==> config.mk <==
export PLATFORM = sky130hd
export DESIGN_NAME = max_serializer
export DESIGN_NICKNAME = d
export VERILOG_FILES = /design/src/rtl/max_serializer.sv
export SDC_FILE = /design/constraint.sdc
export NUM_CORES = 1
export LEC_CHECK = 0
export ABC_AREA = 0
export CORE_MARGIN = 8
export CORE_UTILIZATION = 50
export CTS_CLUSTER_DIAMETER = 80
export DETAILED_ROUTE_END_ITERATION = 10
export GPL_TIMING_DRIVEN = 0
export PLACE_DENSITY = 0.84
export SLEW_MARGIN = 20
export SYNTH_ARGS = -nofsm -noshare
export SYNTH_HDL_FRONTEND = slang
export SYNTH_SLANG_ARGS = --single-unit
==> constraint.sdc <==
create_clock -name clk -period 2.03 [get_ports clk]
set_input_delay 0.406 -clock clk [delete_from_list [all_inputs] [get_ports clk]]
set_output_delay 0.406 -clock clk [all_outputs]
set_load 0.05 [all_outputs]
==> src/rtl/max_serializer.sv <==
// Frames the 4-bit running maximum onto a serial line once it has been stable:
// start, 4 data bits LSB-first, even parity, stop. Only changed values are resent.
module max_serializer #(
  parameter int unsigned STABLE_CYCLES = 8,
  parameter int unsigned BIT_CYCLES    = 4,
  parameter int unsigned COUNT_W       = 8
) (
  input  logic               clk,
  input  logic               reset,
  input  logic [3:0]         max,
  output logic               tx,
  output logic               busy,
  output logic [COUNT_W-1:0] frame_count
);

  localparam int unsigned SW = $clog2(STABLE_CYCLES + 1);
  localparam int unsigned BW = (BIT_CYCLES > 1) ? $clog2(BIT_CYCLES) : 1;
  localparam logic [SW-1:0] STAB_MAX = SW'(STABLE_CYCLES);
  localparam logic [BW-1:0] BIT_LAST = BW'(BIT_CYCLES - 1);

  localparam logic [2:0] S_IDLE   = 3'd0;
  localparam logic [2:0] S_START  = 3'd1;
  localparam logic [2:0] S_DATA   = 3'd2;
  localparam logic [2:0] S_PARITY = 3'd3;
  localparam logic [2:0] S_STOP   = 3'd4;

  logic [2:0]         state_q, state_d;
  logic [3:0]         cand_q, cand_d;
  logic [SW-1:0]      stab_q, stab_d;
  logic               sent_valid_q, sent_valid_d;
  logic [3:0]         last_sent_q, last_sent_d;
  logic [3:0]         shreg_q, shreg_d;
  logic [BW-1:0]      bit_q, bit_d;
  logic [1:0]         idx_q, idx_d;
  logic [COUNT_W-1:0] fc_q, fc_d;
  logic               tx_q, tx_d;
  logic               busy_q, busy_d;
  logic               send_req;
  logic               bit_last;

  always_comb begin
    cand_d = cand_q;
    stab_d = stab_q;
    if (max != cand_q) begin
      cand_d = max;
      stab_d = SW'(1);
    end else if (stab_q != STAB_MAX) begin
      stab_d = stab_q + SW'(1);
    end
    // Decided on the tracker's next state so the frame starts on the edge
    // that completes STABLE_CYCLES equal samples.
    send_req = (stab_d == STAB_MAX) && (!sent_valid_q || (cand_d != last_sent_q));
  end

  always_comb begin
    state_d      = state_q;
    bit_d        = bit_q;
    idx_d        = idx_q;
    shreg_d      = shreg_q;
    last_sent_d  = last_sent_q;
    sent_valid_d = sent_valid_q;
    fc_d         = fc_q;
    bit_last     = (bit_q == BIT_LAST);
    case (state_q)
      S_IDLE: begin
        if (send_req) begin
          shreg_d      = cand_d;
          last_sent_d  = cand_d;
          sent_valid_d = 1'b1;
          bit_d        = '0;
          idx_d        = '0;
          state_d      = S_START;
        end
      end
      S_START: begin
        if (bit_last) begin
          bit_d   = '0;
          idx_d   = '0;
          state_d = S_DATA;
        end else begin
          bit_d = bit_q + BW'(1);
        end
      end
      S_DATA: begin
        if (bit_last) begin
          bit_d = '0;
          if (idx_q == 2'd3) state_d = S_PARITY;
          else               idx_d   = idx_q + 2'd1;
        end else begin
          bit_d = bit_q + BW'(1);
        end
      end
      S_PARITY: begin
        if (bit_last) begin
          bit_d   = '0;
          state_d = S_STOP;
        end else begin
          bit_d = bit_q + BW'(1);
        end
      end
      S_STOP: begin
        if (bit_last) begin
          bit_d   = '0;
          fc_d    = fc_q + COUNT_W'(1);
          state_d = S_IDLE;
        end else begin
          bit_d = bit_q + BW'(1);
        end
      end
      default: state_d = S_IDLE;
    endcase
  end

  // Line level and busy are registered from the next FSM state.
  always_comb begin
    tx_d   = 1'b1;
    busy_d = (state_d != S_IDLE);
    case (state_d)
      S_START:  tx_d = 1'b0;
      S_DATA:   tx_d = shreg_d[idx_d];
      S_PARITY: tx_d = ^shreg_d;
      default:  tx_d = 1'b1;
    endcase
  end

  always_ff @(posedge clk) begin
    if (!reset) begin
      state_q      <= S_IDLE;
      cand_q       <= '0;
      stab_q       <= '0;
      sent_valid_q <= 1'b0;
      last_sent_q  <= '0;
      shreg_q      <= '0;
      bit_q        <= '0;
      idx_q        <= '0;
      fc_q         <= '0;
      tx_q         <= 1'b1;
      busy_q       <= 1'b0;
    end else begin
      state_q      <= state_d;
      cand_q       <= cand_d;
      stab_q       <= stab_d;
      sent_valid_q <= sent_valid_d;
      last_sent_q  <= last_sent_d;
      shreg_q      <= shreg_d;
      bit_q        <= bit_d;
      idx_q        <= idx_d;
      fc_q         <= fc_d;
      tx_q         <= tx_d;
      busy_q       <= busy_d;
    end
  end

  assign tx          = tx_q;
  assign busy        = busy_q;
  assign frame_count = fc_q;

endmodule

==> results.md <==
* Initial core utilization at 51.6%
* Synth Area per Inst at 9.31 um2
* Final period utilization at 96.9%
* H-tree levels at 2
* Final clock skew at 12.4 ps
* CTS sink cnt at 34
* Crit path from: frame_count[4]
* Io pins at 16
* Vias in the first global route at 1291
* CTS tree: yes
* Most common cell after layout, fill and taps aside: dfxtp_1
* VDD IR max at 385 uV
* Outcome: complete, no violations
* Critical path, cell by cell: clkdlybuf4s50_1
* Fmax at 508 MHz
* CP Capture Point: frame_count[4]
* CP max FO at 4
* Reg2Reg Setup Slack at 110 ps
* Top cell family by delay on the critical path: buffers and inverters
* Synth area leaders: dfxtp_1, mux2i_1, xor2_1, and2_1, xnor2_1
* Post-Syn Nets at 192
* First DRT Iteration DRCs at 37
* Initial antenna violation count at 0
* Synth-to-Final Area Change at 18.6%
* Critical path required time at 1620 ps
* Worst slew margin at 65.8%
* Root Driver: clkbuf_4
* Total gr overflow at 0
* Final hold violation count at 0
* Largest net degree at the start of global routing at 11
* Largest stage delay, worst path at 830 ps
* Nets at 216
* Power per standard cell area at 548 nW/um2
* CTS Buf Count at 5
* CP endpoint kind: primary output
* # DRC at 0
* CP Launch Type: flip-flop
* Die span in x at 74.2 um
* Total track usage at 13.3%
* R2r worst-path depth at 8
* Chip height at 74.2 um
* DRT Pass-1 Iters at 4
* Actual slew at the worst max-slew pin at 513 ps
* Crit. path cell count at 1
* Distinct cells, synth at 34
* Ant diodes at 0
* HP Class: in2reg
* Yosys warns at 0
* Vias per inst at 5.13
* Clock slew seen by the registers of the worst setup and hold paths at 100 ps
* Port bufs at 15
* Buf+Inv Stages, Crit Path at 1
* Setup TNS at 0 ps
* Routed WL at 3.28 mm
* Rows at 21
* Tot Pwr at 1.10 mW
* Slowest cell on the critical path: clkdlybuf4s50_1
* Final hold slack at 446 ps
* First-pass GRT wire length at 5.62 mm
* Cell accounting for the most synthesized area: dfxtp_1
* Slew Viols, Final at 0
* Reg2reg end: last_sent_q[1]
* LEAKAGE at 0.823 nW
* Period minus WS final at 1970 ps
* Synthesized netlist cell count at 182
* Max_cap viols at 0
* Top-area cell type share of the netlist area at 40.2%
* Routability cong. at 0.747
* Share of cells above drive strength 1 at 10.2%
* Post-DR wirelength/cell at 13.1 um
* Post-synthesis sequential area ratio at 40.2%
* Insertion delay to the later sink of the worst-skew pair at 340 ps
* Routed via count at 1287
* HPWL Detailed at 2.35 mm
* Die ar. at 5510 um2
* Core area at 3280 um2
* Mapped cell area at 1690 um2
* RSZ-0062 raised after global routing: false
* Most frequent cells in the layout: dfxtp_1, and2_1, xor2_1, nor2b_1
* Clock buffer depth at 2
* Endpoints failing setup at 0
* Detail Route Antenna Nets at 0
* Synth Register Bits at 34
* Arr. time, crit path at 1560 ps
* Worst R2R Start: stab_q[0]
* Setup CP Type: reg2out
## power breakdown
group / switching [mW] / leakage, nW / internal (mW)
combinational: 0.0334 / 0.518 / 0.0260
sequential: 0.00392 / 0.275 / 0.673
clock: 0.210 / 0.0302 / 0.156
total: 0.247 / 0.823 / 0.855
## layout make-up
class | count | area [um2]
sequential | 34 | 682
multi-input combinational | 134 | 976
tap | 46 | 57.6
buffer | 7 | 33.8
clock buffer | 6 | 51.3
fill | 279 | 1270
timing repair buffer | 19 | 190
inverter | 5 | 18.8
## registers in the layout (all words and copies together) (netlist names)
signal	cells
frame_count	8
state_q	3
stab_q	4
last_sent_q	4
tx	1
bit_q	2
busy	1
shreg_q	4
sent_valid_q	1
idx_q	2
cand_q	4
## metal layers
layer / part of all wire [%] / up-vias / wire, um / track usage, %
li1: - / 664 / - / -
met1: 45 / 597 / 1470 / 14.2
met2: 50 / 19 / 1630 / 23.0
met3: 3.6 / 7 / 119 / 3.91
met4: 2.0 / 0 / 65 / 6.74
met5: 0 / - / 0 / 0
## logic make-up after synthesis
kind of cell / after synthesis / share of synthesized area, %
adder cells (fa/ha/maj): 4 / 2.95
buffers and inverters: 14 / 3.55
AO/OA/AOI/OAI: 25 / 9.38
XOR/XNOR: 22 / 11.4
multiplexers: 11 / 6.50
flip-flops: 34 / 40.2
AND/OR/NAND/NOR: 72 / 26.1
## through the flow
step / instances / instance area, um2 / setup WS, ps / util (%)
detailed placement: 243 / 1900 / -752 / 57.9
global placement: 243 / 1900 / -716 / 57.9
CTS: 251 / 1980 / 4.54 / 60.2
floorplan: 182 / 1690 / 42.9 / -
finish: 251 / 2010 / 62.5 / 61.2
global route: 251 / 2010 / 4.41 / 61.2
## synth_stat cells
master	instances
a31oi_1	1
o21ai_0	6
nor3_1	2
buf_6	1
nor4_1	1
dfxtp_1	34
and2_1	14
o21a_1	3
nand4_1	5
nor2_1	8
a21o_1	3
nor2b_1	12
a211oi_1	1
and4b_1	1
xor2_1	12
nand3b_1	4
and3_1	3
nand2b_1	2
a21boi_0	2
nand3_1	1
nor3b_1	3
nand2_1	11
ha_1	4
o22ai_1	2
a21oi_1	5
a22oi_1	1
mux2i_1	11
nor4_4	2
clkbuf_1	8
o211a_1	1
or3_1	2
inv_1	5
xnor2_1	10
nand2_2	1
## repair_timing
item                                    in CTS  in global routing
pin swaps                                    2                  1
gates resized for setup                      4                 10
buffers inserted                             3                  1
endpoints found under the setup margin      18                 20
hold buffers                                 0                  0
gates cloned                                 0                  0
## worst min-delay path by stage
stage,from,endpoint,slack [ps],depth (start not counted)
after CTS,sent_valid_q,sent_valid_q,480,1
final,max[3],cand_q[3],450,2
after global placement,sent_valid_q,sent_valid_q,450,1
after global routing,max[3],cand_q[3],470,2
after detailed placement,sent_valid_q,sent_valid_q,480,1
after floorplan,sent_valid_q,sent_valid_q,440,1
Power figures use the tool's default switching activity.
